===== src/rtl/sonata_sw_debounce.sv =====
// Switch conditioner: 2-flop sync, polarity normalise, per-bit debounce, rise/fall pulses.
// Latency 2 + DebounceCycles clk_sys edges raw->sw_o; free-running, no backpressure.
module sonata_sw_debounce #(
  parameter int unsigned Width          = 13,
  parameter int unsigned DebounceCycles = 500000,
  parameter bit          ActiveLow      = 1'b1
) (
  input  logic             clk_sys_i,
  input  logic             rst_sys_i,
  input  logic [Width-1:0] sw_raw_i,
  output logic [Width-1:0] sw_o,
  output logic [Width-1:0] rise_o,
  output logic [Width-1:0] fall_o,
  output logic             changed_o
);

  localparam int unsigned     CntW    = $clog2(DebounceCycles + 1);
  localparam logic [CntW-1:0] CntLast = CntW'(DebounceCycles - 1);

  logic [Width-1:0] sw_norm;
  logic [Width-1:0] sync_q1;
  logic [Width-1:0] sync_q2;
  logic [Width-1:0] accept;
  logic [CntW-1:0]  cnt_q [Width];

  // Normalised domain: 0 is always "off", so reset loads zeros into the synchroniser.
  assign sw_norm = ActiveLow ? ~sw_raw_i : sw_raw_i;

  always_comb begin
    accept = '0;
    for (int i = 0; i < Width; i++) begin
      accept[i] = (sync_q2[i] != sw_o[i]) && (cnt_q[i] == CntLast);
    end
  end

  always_ff @(posedge clk_sys_i) begin
    if (rst_sys_i) begin
      sync_q1   <= '0;
      sync_q2   <= '0;
      sw_o      <= '0;
      rise_o    <= '0;
      fall_o    <= '0;
      changed_o <= 1'b0;
      for (int i = 0; i < Width; i++) begin
        cnt_q[i] <= '0;
      end
    end else begin
      sync_q1   <= sw_norm;
      sync_q2   <= sync_q1;
      sw_o      <= sw_o ^ accept;
      rise_o    <= accept & sync_q2;
      fall_o    <= accept & ~sync_q2;
      changed_o <= |accept;
      // Any agreeing sample restarts the run; accept also clears so the count never wraps.
      for (int i = 0; i < Width; i++) begin
        if ((sync_q2[i] == sw_o[i]) || accept[i]) begin
          cnt_q[i] <= '0;
        end else begin
          cnt_q[i] <= cnt_q[i] + CntW'(1);
        end
      end
    end
  end

endmodule


===== config.mk =====
export PLATFORM = sky130hd
export DESIGN_NAME = sonata_sw_debounce
export DESIGN_NICKNAME = d
export VERILOG_FILES = /design/src/rtl/sonata_sw_debounce.sv
export SDC_FILE = /design/constraint.sdc
export NUM_CORES = 1
export LEC_CHECK = 0
export BUFFER_PORTS_ARGS = -buffer_cell sky130_fd_sc_hd__buf_2
export CORE_MARGIN = 1.5
export CORE_UTILIZATION = 55
export DETAILED_ROUTE_END_ITERATION = 8
export PLACE_DENSITY = 0.77
export SLEW_MARGIN = 10
export SYNTH_ARGS = -nofsm -noshare
export SYNTH_HDL_FRONTEND = slang
export SYNTH_SLANG_ARGS = --single-unit

===== constraint.sdc =====
create_clock -name clk_sys_i -period 3 [get_ports clk_sys_i]
set_input_delay 0.6 -clock clk_sys_i [delete_from_list [all_inputs] [get_ports clk_sys_i]]
set_output_delay 0.6 -clock clk_sys_i [all_outputs]
set_load 0.05 [all_outputs]

==> results of run 1 <==
## metal layers
metal	wire length (µm)	track usage	vias up	part of all wire
li1	-	-	5420	-
met1	12800	0.260	4989	0.47
met2	13100	0.336	184	0.48
met3	997	0.0323	56	0.036
met4	561	0.0566	0	0.020
met5	0	0	-	0
## worst max path at each step
stage                         endpoint  cells after the start    startpoint
final                     cnt_q[1][63]                      6  cnt_q[1][57]
after global placement    cnt_q[1][60]                      6  cnt_q[1][57]
after CTS                 cnt_q[1][63]                      6  cnt_q[1][57]
after floorplan            cnt_q[1][2]                      8   cnt_q[1][0]
after global routing      cnt_q[1][67]                      6  cnt_q[1][57]
after detailed placement  cnt_q[1][63]                      6  cnt_q[1][57]
## stage by stage
stage	instance area, µm²	power [mW]	cells
after global placement	16900	5.40	2074
after CTS	18000	9.55	2137
after global routing	18000	9.81	2137
final	18000	9.46	2137
after floorplan	16300	5.32	1676
after detailed placement	16900	5.41	2074
## area by class of cell
type | instances | area [µm²] | area share
repair buffers | 55 | 280 | 0.0156
clock inverters | 14 | 129 | 0.00716
flip-flops and latches | 313 | 8740 | 0.486
well taps | 378 | 473 | 0.0263
clock buffers | 49 | 981 | 0.0545
inverters | 25 | 93.8 | 0.00521
multi-input cells | 1303 | 7300 | 0.406
## critical path: stages, from the launching register on
cell and delay (ns):
edfxtp_1 0.40, ha_1 0.22, and3_1 0.24, nand4_1 0.15, or4_1 0.61, nand2_2 0.33
nor2_1 0.10
## power by group
part	total, mW	leakage, nW	switching [mW]	internal (mW)
clock network	4.12	0.536	1.65	2.46
registers	5.02	3.09	0.175	4.84
logic	0.326	2.86	0.192	0.134
## kinds of logic after synthesis
kind of cell / Yosys count / synth area share
adder cells (fa/ha/maj): 13 / 0.0106
AND/OR/NAND/NOR: 791 / 0.260
multiplexers: 10 / 0.00650
buffers and inverters: 60 / 0.0184
flip-flops: 313 / 0.567
XOR/XNOR: 234 / 0.133
AO/OA/AOI/OAI: 8 / 0.00349
other: 1 / 0.000244
## synthesized netlist by cell type, types with 10 or more instances
master,number
edfxtp_1,247
nor2b_1,14
ha_1,13
buf_2,10
and4_1,18
nor4b_1,33
nand4_1,55
nor4_1,16
mux2i_1,10
or2_2,10
nand2_1,86
xor2_1,104
nor2_1,333
inv_1,25
clkbuf_1,18
and3_1,41
xnor2_1,130
nand3_1,92
nor4bb_1,11
nor3_1,41
dfxtp_1,66
## state kept, by name, summed over array words and instances, names as in the netlist, named ones only
| register | cells |
|---|---|
| sync_q2 | 13 |
| rise_o | 13 |
| changed_o | 1 |
| fall_o | 13 |
| sync_q1 | 13 |
| cnt_q | 247 |
==> flow_summary.toml, run 1 <==
[yosys]
synth.distinct_cells = 53
syn_area_mm2 = 0.0154
synthCells = 1430
ys_warn_count = 0
synthArstFlopShare = 0
synth-edff-count = 247
synthFlopType = "edfxtp_1"
netlist.area_leader.share = 0.482
netlist_top_cells_area = "edfxtp_1, dfxtp_1, nor2_1"
ys_ff_latch = 313
postSynthAreaPerCell_um2 = 10.8
yosys.area.top_type = "edfxtp_1"
seq_area_frac_synth = 0.567

[placed_design]
portBuffers = 54
gp_congestion = 0.850
post-dp-hpwl_um = 19300
place_ws_ns = 0.690

[routing]
drtIter0Drc = 581
wl_per_cell_um = 12.9
viasPerCell = 4.98
antenna_left = 0
wirelength_um = 27500
drc = 0
vias = 10649
drt-pass1-iter-count = 5

[floorplan]
chipWidth_um = 170
io_pins = 55
dieArea_mm2 = 0.0290
rows = 61
die_y_um = 170
start_util = 0.556
core_area_mm2 = 0.0277

[cells_and_area]
n_antenna_cell = 0
finish.utilization = 0.650
mostFrequentLayoutCells = "nor2_1, edfxtp_1, conb_1"
drive_gt1_frac = 0.0705
fillCellCount = 2219
area_delta_synth_final_pct = 16.9
mostFrequentLayoutCell = "nor2_1"
finish.net_count = 1761

[worst_setup_path]
cp.required_ns = 3.23
r2r_setup_slack_ns = 0.67
cp-start-kind = "flip-flop"
critPathCaptureType = "flip-flop"
r2r_cells = 6
arrival_ns = 2.56
r2r_end = "cnt_q[1][63]"
reg2reg_from = "cnt_q[1][57]"
path_class = "flip-flop to flip-flop"
cp_max_fo = 18

[sta]
drv_slew = 0
clock_skew_ns = 0.0184
setup_slack_ns = 0.669
whs_ns = 0.238
tightest_slew_ns = 0.763
hold_violations = 0
relSlewSlack = 0.491
tns_ns = 0
finalCriticalPeriod_ns = 2.33
fin_crit_sh = 0.777
rsz0062_at_grt = "no"
setup_viol = 0
fmax_mhz = 429

[global_route]
grt_pass1_vias = 10316
gr-total-overflow = 0
grt_max_degree = 63
grtUsageTotal = 0.197
grt_pass1_wl_um = 47000
antenna_found_initial = 0

[clock_network]
postCtsSetupRepairBufs = 0
cts.hold.buffers_added = 0
cts_made_buffers = 35
clock_sinks = 313
clock_latency_ns = 0.50
cts-root-buf = "clkbuf_16"
cts_tree = "done"
cts_buffer_depth = 3
postCtsResizedCells = 0
clkTransAtPathRegs_ns = 0.06
cts-htree-levels = 2

[hold_path]
hold_path_end = "sync_q1[12]"
hold_path_depth = 2
min-delay-start = "sw_raw_i[12]"
hold_path_class = "input port to flip-flop"

[run]
drv_cap = 0

[power]
p_leak_nw = 6.48
p_per_area_mw_per_mm2 = 526
peakVddDrop_v = 0.000483

[run_status]
outcome = "complete, no violations"
(Power assumes the default switching activity.)
==> inputs of run 2 (changes only) <==
--- a/config.mk
+++ b/config.mk
@@ -5,11 +5,12 @@
 export SDC_FILE = /design/constraint.sdc
 export NUM_CORES = 1
 export LEC_CHECK = 0
+export ABC_AREA = 1
 export BUFFER_PORTS_ARGS = -buffer_cell sky130_fd_sc_hd__buf_2
 export CORE_MARGIN = 1.5
 export CORE_UTILIZATION = 55
 export DETAILED_ROUTE_END_ITERATION = 8
-export PLACE_DENSITY = 0.77
+export PLACE_DENSITY = 0.8
 export SLEW_MARGIN = 10
 export SYNTH_ARGS = -nofsm -noshare
 export SYNTH_HDL_FRONTEND = slang
==> constraint.sdc (replaced) <==
create_clock -name clk_sys_i -period 2 [get_ports clk_sys_i]
set_input_delay 0.4 -clock clk_sys_i [delete_from_list [all_inputs] [get_ports clk_sys_i]]
set_output_delay 0.4 -clock clk_sys_i [all_outputs]
set_load 0.05 [all_outputs]
==> run 2 against run 1 <==
Net effect:
- critical path depth is 2 higher
- die area up 6.8%
- global-route usage rose by 1.0 points
- non-clock buffer count up 22
- routed wire length grew 15%
- register-to-register slack lost 0.56 ns
- synthesized area up 6.9%
- power increased by 49%
- synthesized cell count grew 30%
- sequential share of layout area shrank 3.5 points
- critical endpoint is now cnt_q[1][37]
- highest routed layer unchanged
==> flow_summary.toml, run 2 <==
[sta]
fmax_mhz = 529
finalCriticalPeriod_ns = 1.89
clock_skew_ns = 0.0133
drv_slew = 0
hold_violations = 0
fin_crit_sh = 0.946
setup_slack_ns = 0.109
setup_viol = 0
tns_ns = 0
whs_ns = 0.0379

[worst_setup_path]
crit_path_cell_trace = "ha_2, nand3_4, nor3_4, nand2_2, nor2_4, nand2_1, o21ai_0, a21oi_1"
crit_family = "simple AND/OR/NAND/NOR gates"
critPathBufInv = 0
cp-start-kind = "flip-flop"
path_class = "flip-flop to flip-flop"
r2r_cells = 8
arrival_ns = 2.14
path_depth = 8
slowest_stage = "edfxtp_1"
cpPeakStageDelay_ns = 0.39
critPathCaptureType = "flip-flop"
cp.required_ns = 2.25
cp_max_fo = 4

[clock_network]
cts_made_buffers = 35
clkTransAtPathRegs_ns = 0.06
cts_tree = "done"
cts-htree-levels = 2
cts.hold.buffers_added = 0
cts-root-buf = "clkbuf_16"
clock_latency_ns = 0.51
clock_sinks = 313
cts_buffer_depth = 3

[floorplan]
chipWidth_um = 176
die_y_um = 176
start_util = 0.557
dieArea_mm2 = 0.0310
io_pins = 55
rows = 63
core_area_mm2 = 0.0296

[routing]
drtIter0Drc = 896
vias = 12889
drt-pass1-iter-count = 5
antenna_left = 0
wirelength_um = 31600
viasPerCell = 4.92
wl_per_cell_um = 12.1
drc = 0

[placed_design]
place_inst = 2553
place_ws_ns = 0.0617
portBuffers = 54
gp_congestion = 0.850
post-dp-hpwl_um = 23300
placedInstanceArea_mm2 = 0.0182

[power]
seqPwrFrac = 0.533
p_leak_nw = 8.03
p_sw_mw = 3.20
power.share.clock = 0.422
combPwrFrac = 0.044
peakVddDrop_v = 0.000757
p_per_area_mw_per_mm2 = 725
p_int_mw = 10.9
total_power_mw = 14.1
switching_share = 0.227

[yosys]
netlist.area_leader.share = 0.450
yosys.area.top_type = "edfxtp_1"
syn_area_mm2 = 0.0165
synthArstFlopShare = 0
netlist_top_cells_area = "edfxtp_1, dfxtp_1, nor2_1"
yosys-top-cells-count = "nor2_1, nand2_1, edfxtp_1"
seq_area_frac_synth = 0.531
ys_warn_count = 0
synthCells = 1864
synth-edff-count = 247
synthFlopType = "edfxtp_1"
ys_ff_latch = 313
synth.distinct_cells = 48
postSynthAreaPerCell_um2 = 8.83
synth_most_common_cell = "nor2_1"

[run_status]
outcome = "complete, no violations"

[hold_path]
hold_path_class = "input port to flip-flop"
hold_path_depth = 2

[cells_and_area]
finish.utilization = 0.656
mostFrequentLayoutCells = "nor2_1, nand2_1, edfxtp_1, conb_1, inv_1"
area_delta_synth_final_pct = 17.8
final_area_mm2 = 0.0194
finish.net_count = 2231
largest_reg_flops = 247
fin_cells = 2618
regMostFlops = "cnt_q"
n_antenna_cell = 0
drive_gt1_frac = 0.116
mostFrequentLayoutCell = "nor2_1"

[global_route]
grtUsageTotal = 0.208
grt_pass1_vias = 12350
gr-total-overflow = 0
grt_max_degree = 25
grt_pass1_wl_um = 53700
antenna_found_initial = 0

[run]
drv_cap = 0
run 2: cell types whose count changed after synthesis, sizes merged, moves of 26 or more:
cell   change
nand2    +246
xnor2    -103
xor2      -37
and3      -38
nor2      +26
nand3     +38
o21ai     +29
inv      +208
nor4b     -32
a21oi     +83
nor3      +51
run 2: cell type report:
class | count | area, µm²
sequential | 313 | 8740
fill | 2375 | 10200
clock buffer | 48 | 965
inverter | 233 | 877
multi-input combinational | 1543 | 7780
tap | 390 | 488
clock inverter | 14 | 82.6
timing repair buffer | 77 | 468
run 2: per-layer routing:
metal,share of wire,track usage
met4,0.024,0.0709
met5,0,0
met3,0.040,0.0301
met1,0.45,0.267
met2,0.48,0.359
run 2: cell families after synthesis:
logic type / after synthesis / synth area share
other: 1 / 0.000228
xor gates and xnor gates: 94 / 0.0500
DFF: 313 / 0.531
adders and majority gates: 13 / 0.00988
and+or+nand+nor: 1044 / 0.301
AOI/OAI and AO/OA: 145 / 0.0479
buffers and inverters: 254 / 0.0602
run 2: final timing paths:
| check | endpoint | slack, ns | startpoint |
|---|---|---|---|
| setup / recovery | cnt_q[1][37] | 0.11 | cnt_q[1][19] |
| hold / removal | sync_q1[0] | 0.04 | sw_raw_i[0] |
| setup reg to reg | cnt_q[1][37] | 0.11 | cnt_q[1][19] |
| hold reg to reg | sync_q2[6] | 0.40 | sync_q1[6] |
run 2: what timing repair did:
action / in CTS / in global routing
resized for setup: 0 / 24
setup endpoints to repair: 0 / 84
setup buffers: 0 / 3
run 2: power groups by stage:
| stage | Clock, mW | Combinational (mW) | Sequential [mW] |
|---|---|---|---|
| 3_5_place_dp | 0 | 0.586 | 7.63 |
| 4_1_cts | 6.07 | 0.592 | 7.49 |
| 2_1_floorplan | 0 | 0.470 | 7.56 |
| 3_3_place_gp | 0 | 0.566 | 7.61 |
| 5_1_grt | 6.30 | 0.726 | 7.53 |
| 6_report | 5.94 | 0.623 | 7.50 |
==> inputs of run 3 (changes only) <==
--- a/config.mk
+++ b/config.mk
@@ -8,9 +8,10 @@
 export ABC_AREA = 1
 export BUFFER_PORTS_ARGS = -buffer_cell sky130_fd_sc_hd__buf_2
 export CORE_MARGIN = 1.5
-export CORE_UTILIZATION = 55
+export CORE_UTILIZATION = 40
 export DETAILED_ROUTE_END_ITERATION = 8
-export PLACE_DENSITY = 0.8
+export MAX_ROUTING_LAYER = met4
+export PLACE_DENSITY = 0.62
 export SLEW_MARGIN = 10
 export SYNTH_ARGS = -nofsm -noshare
 export SYNTH_HDL_FRONTEND = slang
==> run 3 against run 2 <==
Net effect:
- clock skew is 0.0059 ns higher
- hold slack better by 0.0024 ns
- routed wire length is 3.2% higher
- worst setup slack better by 0.043 ns
- highest routed layer unchanged
- cell count is 6.6% higher
- sequential share of layout area is 1.5 points lower
- non-clock buffer count is 24 higher
- critical endpoint is now cnt_q[0][145]
- critical path type unchanged
==> flow_summary.toml, run 3 (synthesis results as in run 2) <==
[run_status]
outcome = "complete, no violations"

[cells_and_area]
mostFrequentLayoutCell = "nor2_1"
n_antenna_cell = 0
largest_reg_flops = 247
finish.net_count = 2258
mostFrequentLayoutCells = "nor2_1, nand2_1, edfxtp_1, conb_1, inv_1"
area_delta_synth_final_pct = 21.8
regMostFlops = "cnt_q"
drive_gt1_frac = 0.126

[routing]
drt-pass1-iter-count = 5
wirelength_um = 32700
drc = 0
vias = 12689
drtIter0Drc = 762
antenna_left = 0
viasPerCell = 4.55
wl_per_cell_um = 11.7

[sta]
relSlewSlack = 0.595
whs_ns = 0.0403
tightest_slew_ns = 0.605
fmax_mhz = 541
clock_skew_ns = 0.0192
hold_violations = 0
finalCriticalPeriod_ns = 1.85
drv_slew = 0
setup_viol = 0
fin_crit_sh = 0.924
rsz0062_at_grt = "yes"

[power]
p_int_mw = 11.8
p_leak_nw = 8.26
total_power_mw = 15.1
combPwrFrac = 0.042
seqPwrFrac = 0.495
p_sw_mw = 3.36
p_per_area_mw_per_mm2 = 755
power.share.clock = 0.463
switching_share = 0.222
peakVddDrop_v = 0.000697

[clock_network]
clock_sinks = 313
clkTransAtPathRegs_ns = 0.06
clock_latency_ns = 0.55
cts-htree-levels = 2
cts_buffer_depth = 3
cts_tree = "done"
cts_made_buffers = 37
cts-root-buf = "clkbuf_16"

[hold_path]
hold_path_class = "input port to flip-flop"

[worst_setup_path]
path_class = "flip-flop to flip-flop"
arrival_ns = 2.14
cp_max_fo = 4
critPathCaptureType = "flip-flop"
cp.required_ns = 2.30
cp-start-kind = "flip-flop"

[floorplan]
die_y_um = 206
core_area_mm2 = 0.0407
rows = 74
start_util = 0.404
dieArea_mm2 = 0.0424
io_pins = 55
chipWidth_um = 206

[run]
drv_cap = 0

[placed_design]
gp_congestion = 0.856
post-dp-hpwl_um = 23900
portBuffers = 54

[global_route]
grt_max_degree = 26
grtUsageTotal = 0.166
grt_pass1_wl_um = 56000
grt_pass1_vias = 12258
gr-total-overflow = 0
antenna_found_initial = 0
[run 3: cell count changes in the layout (fill, tap and decap cells not counted), sizes merged]
| cell | previous run | this run |
|---|---|---|
| buf | 77 | 90 |
| dlygate4sd3 | 0 | 11 |
| clkbuf | 48 | 54 |
| bufinv | 0 | 1 |
| inv | 237 | 236 |
| nand3 | 130 | 131 |
[run 3: power by group through the flow]
| stage | clock (mW) | combinational (mW) | sequential (mW) |
|---|---|---|---|
| floorplan | 0 | 0.470 | 7.56 |
| global placement | 0 | 0.586 | 7.61 |
| detailed placement | 0 | 0.594 | 7.63 |
| CTS | 7.23 | 0.616 | 7.49 |
| global route | 7.47 | 0.750 | 7.53 |
| finish | 7.00 | 0.641 | 7.49 |
[run 3: path summary, 6_finish.rpt]
path              cells after the start  slack (ns)     startpoint            end
hold / removal                        2        0.04    sw_raw_i[6]     sync_q1[6]
setup reg to reg                      8        0.15  cnt_q[0][134]  cnt_q[0][145]
setup / recovery                      8        0.15  cnt_q[0][134]  cnt_q[0][145]
hold reg to reg                       2        0.40     sync_q1[8]     sync_q2[8]
[run 3: critical path, stage by stage, from the launching register on]
cell      delay [ns]
edfxtp_1        0.39
ha_2            0.22
nand3_1         0.10
buf_4           0.17
nor2_4          0.12
nand4_1         0.14
or2_0           0.26
o21bai_1        0.13
a21oi_1         0.06
[run 3: layout make-up]
type                       count  area, µm²
multi-input combinational   1544       7770
clock inverter                14        111
clock buffer                  54       1190
timing repair buffer         101        701
fill                        3856      20700
inverter                     233        875
sequential                   313       8740
tap                          532        666
[run 3: routing by layer]
metal  up-vias  global-route usage  share of wire
met4         0              0.0619          0.026
met5         -                   -              0
met2       158               0.268           0.46
met3        59              0.0260          0.038
met1      5772               0.211           0.47
li1       6700                   -              -
[run 3: what timing repair did]
item | in CTS | in global routing
buffers inserted | 0 | 6
endpoints found under the setup margin | 0 | 83
resized for setup | 0 | 21
hold endpoints to repair | 11 | 0
hold buffers | 11 | 0
[run 3: stage by stage]
step / setup TNS, ns / worst slack (ns) / util / instances / area [µm²]
after floorplan: 0 / 0.270 / - / 2110 / 17400
after global placement: 0 / 0.110 / 0.453 / 2705 / 18500
after detailed placement: 0 / 0.0543 / 0.453 / 2705 / 18500
after CTS: 0 / 0.0564 / 0.488 / 2784 / 19900
after global routing: -0.0390 / -0.0178 / 0.492 / 2791 / 20100
final: 0 / 0.152 / 0.492 / 2791 / 20100
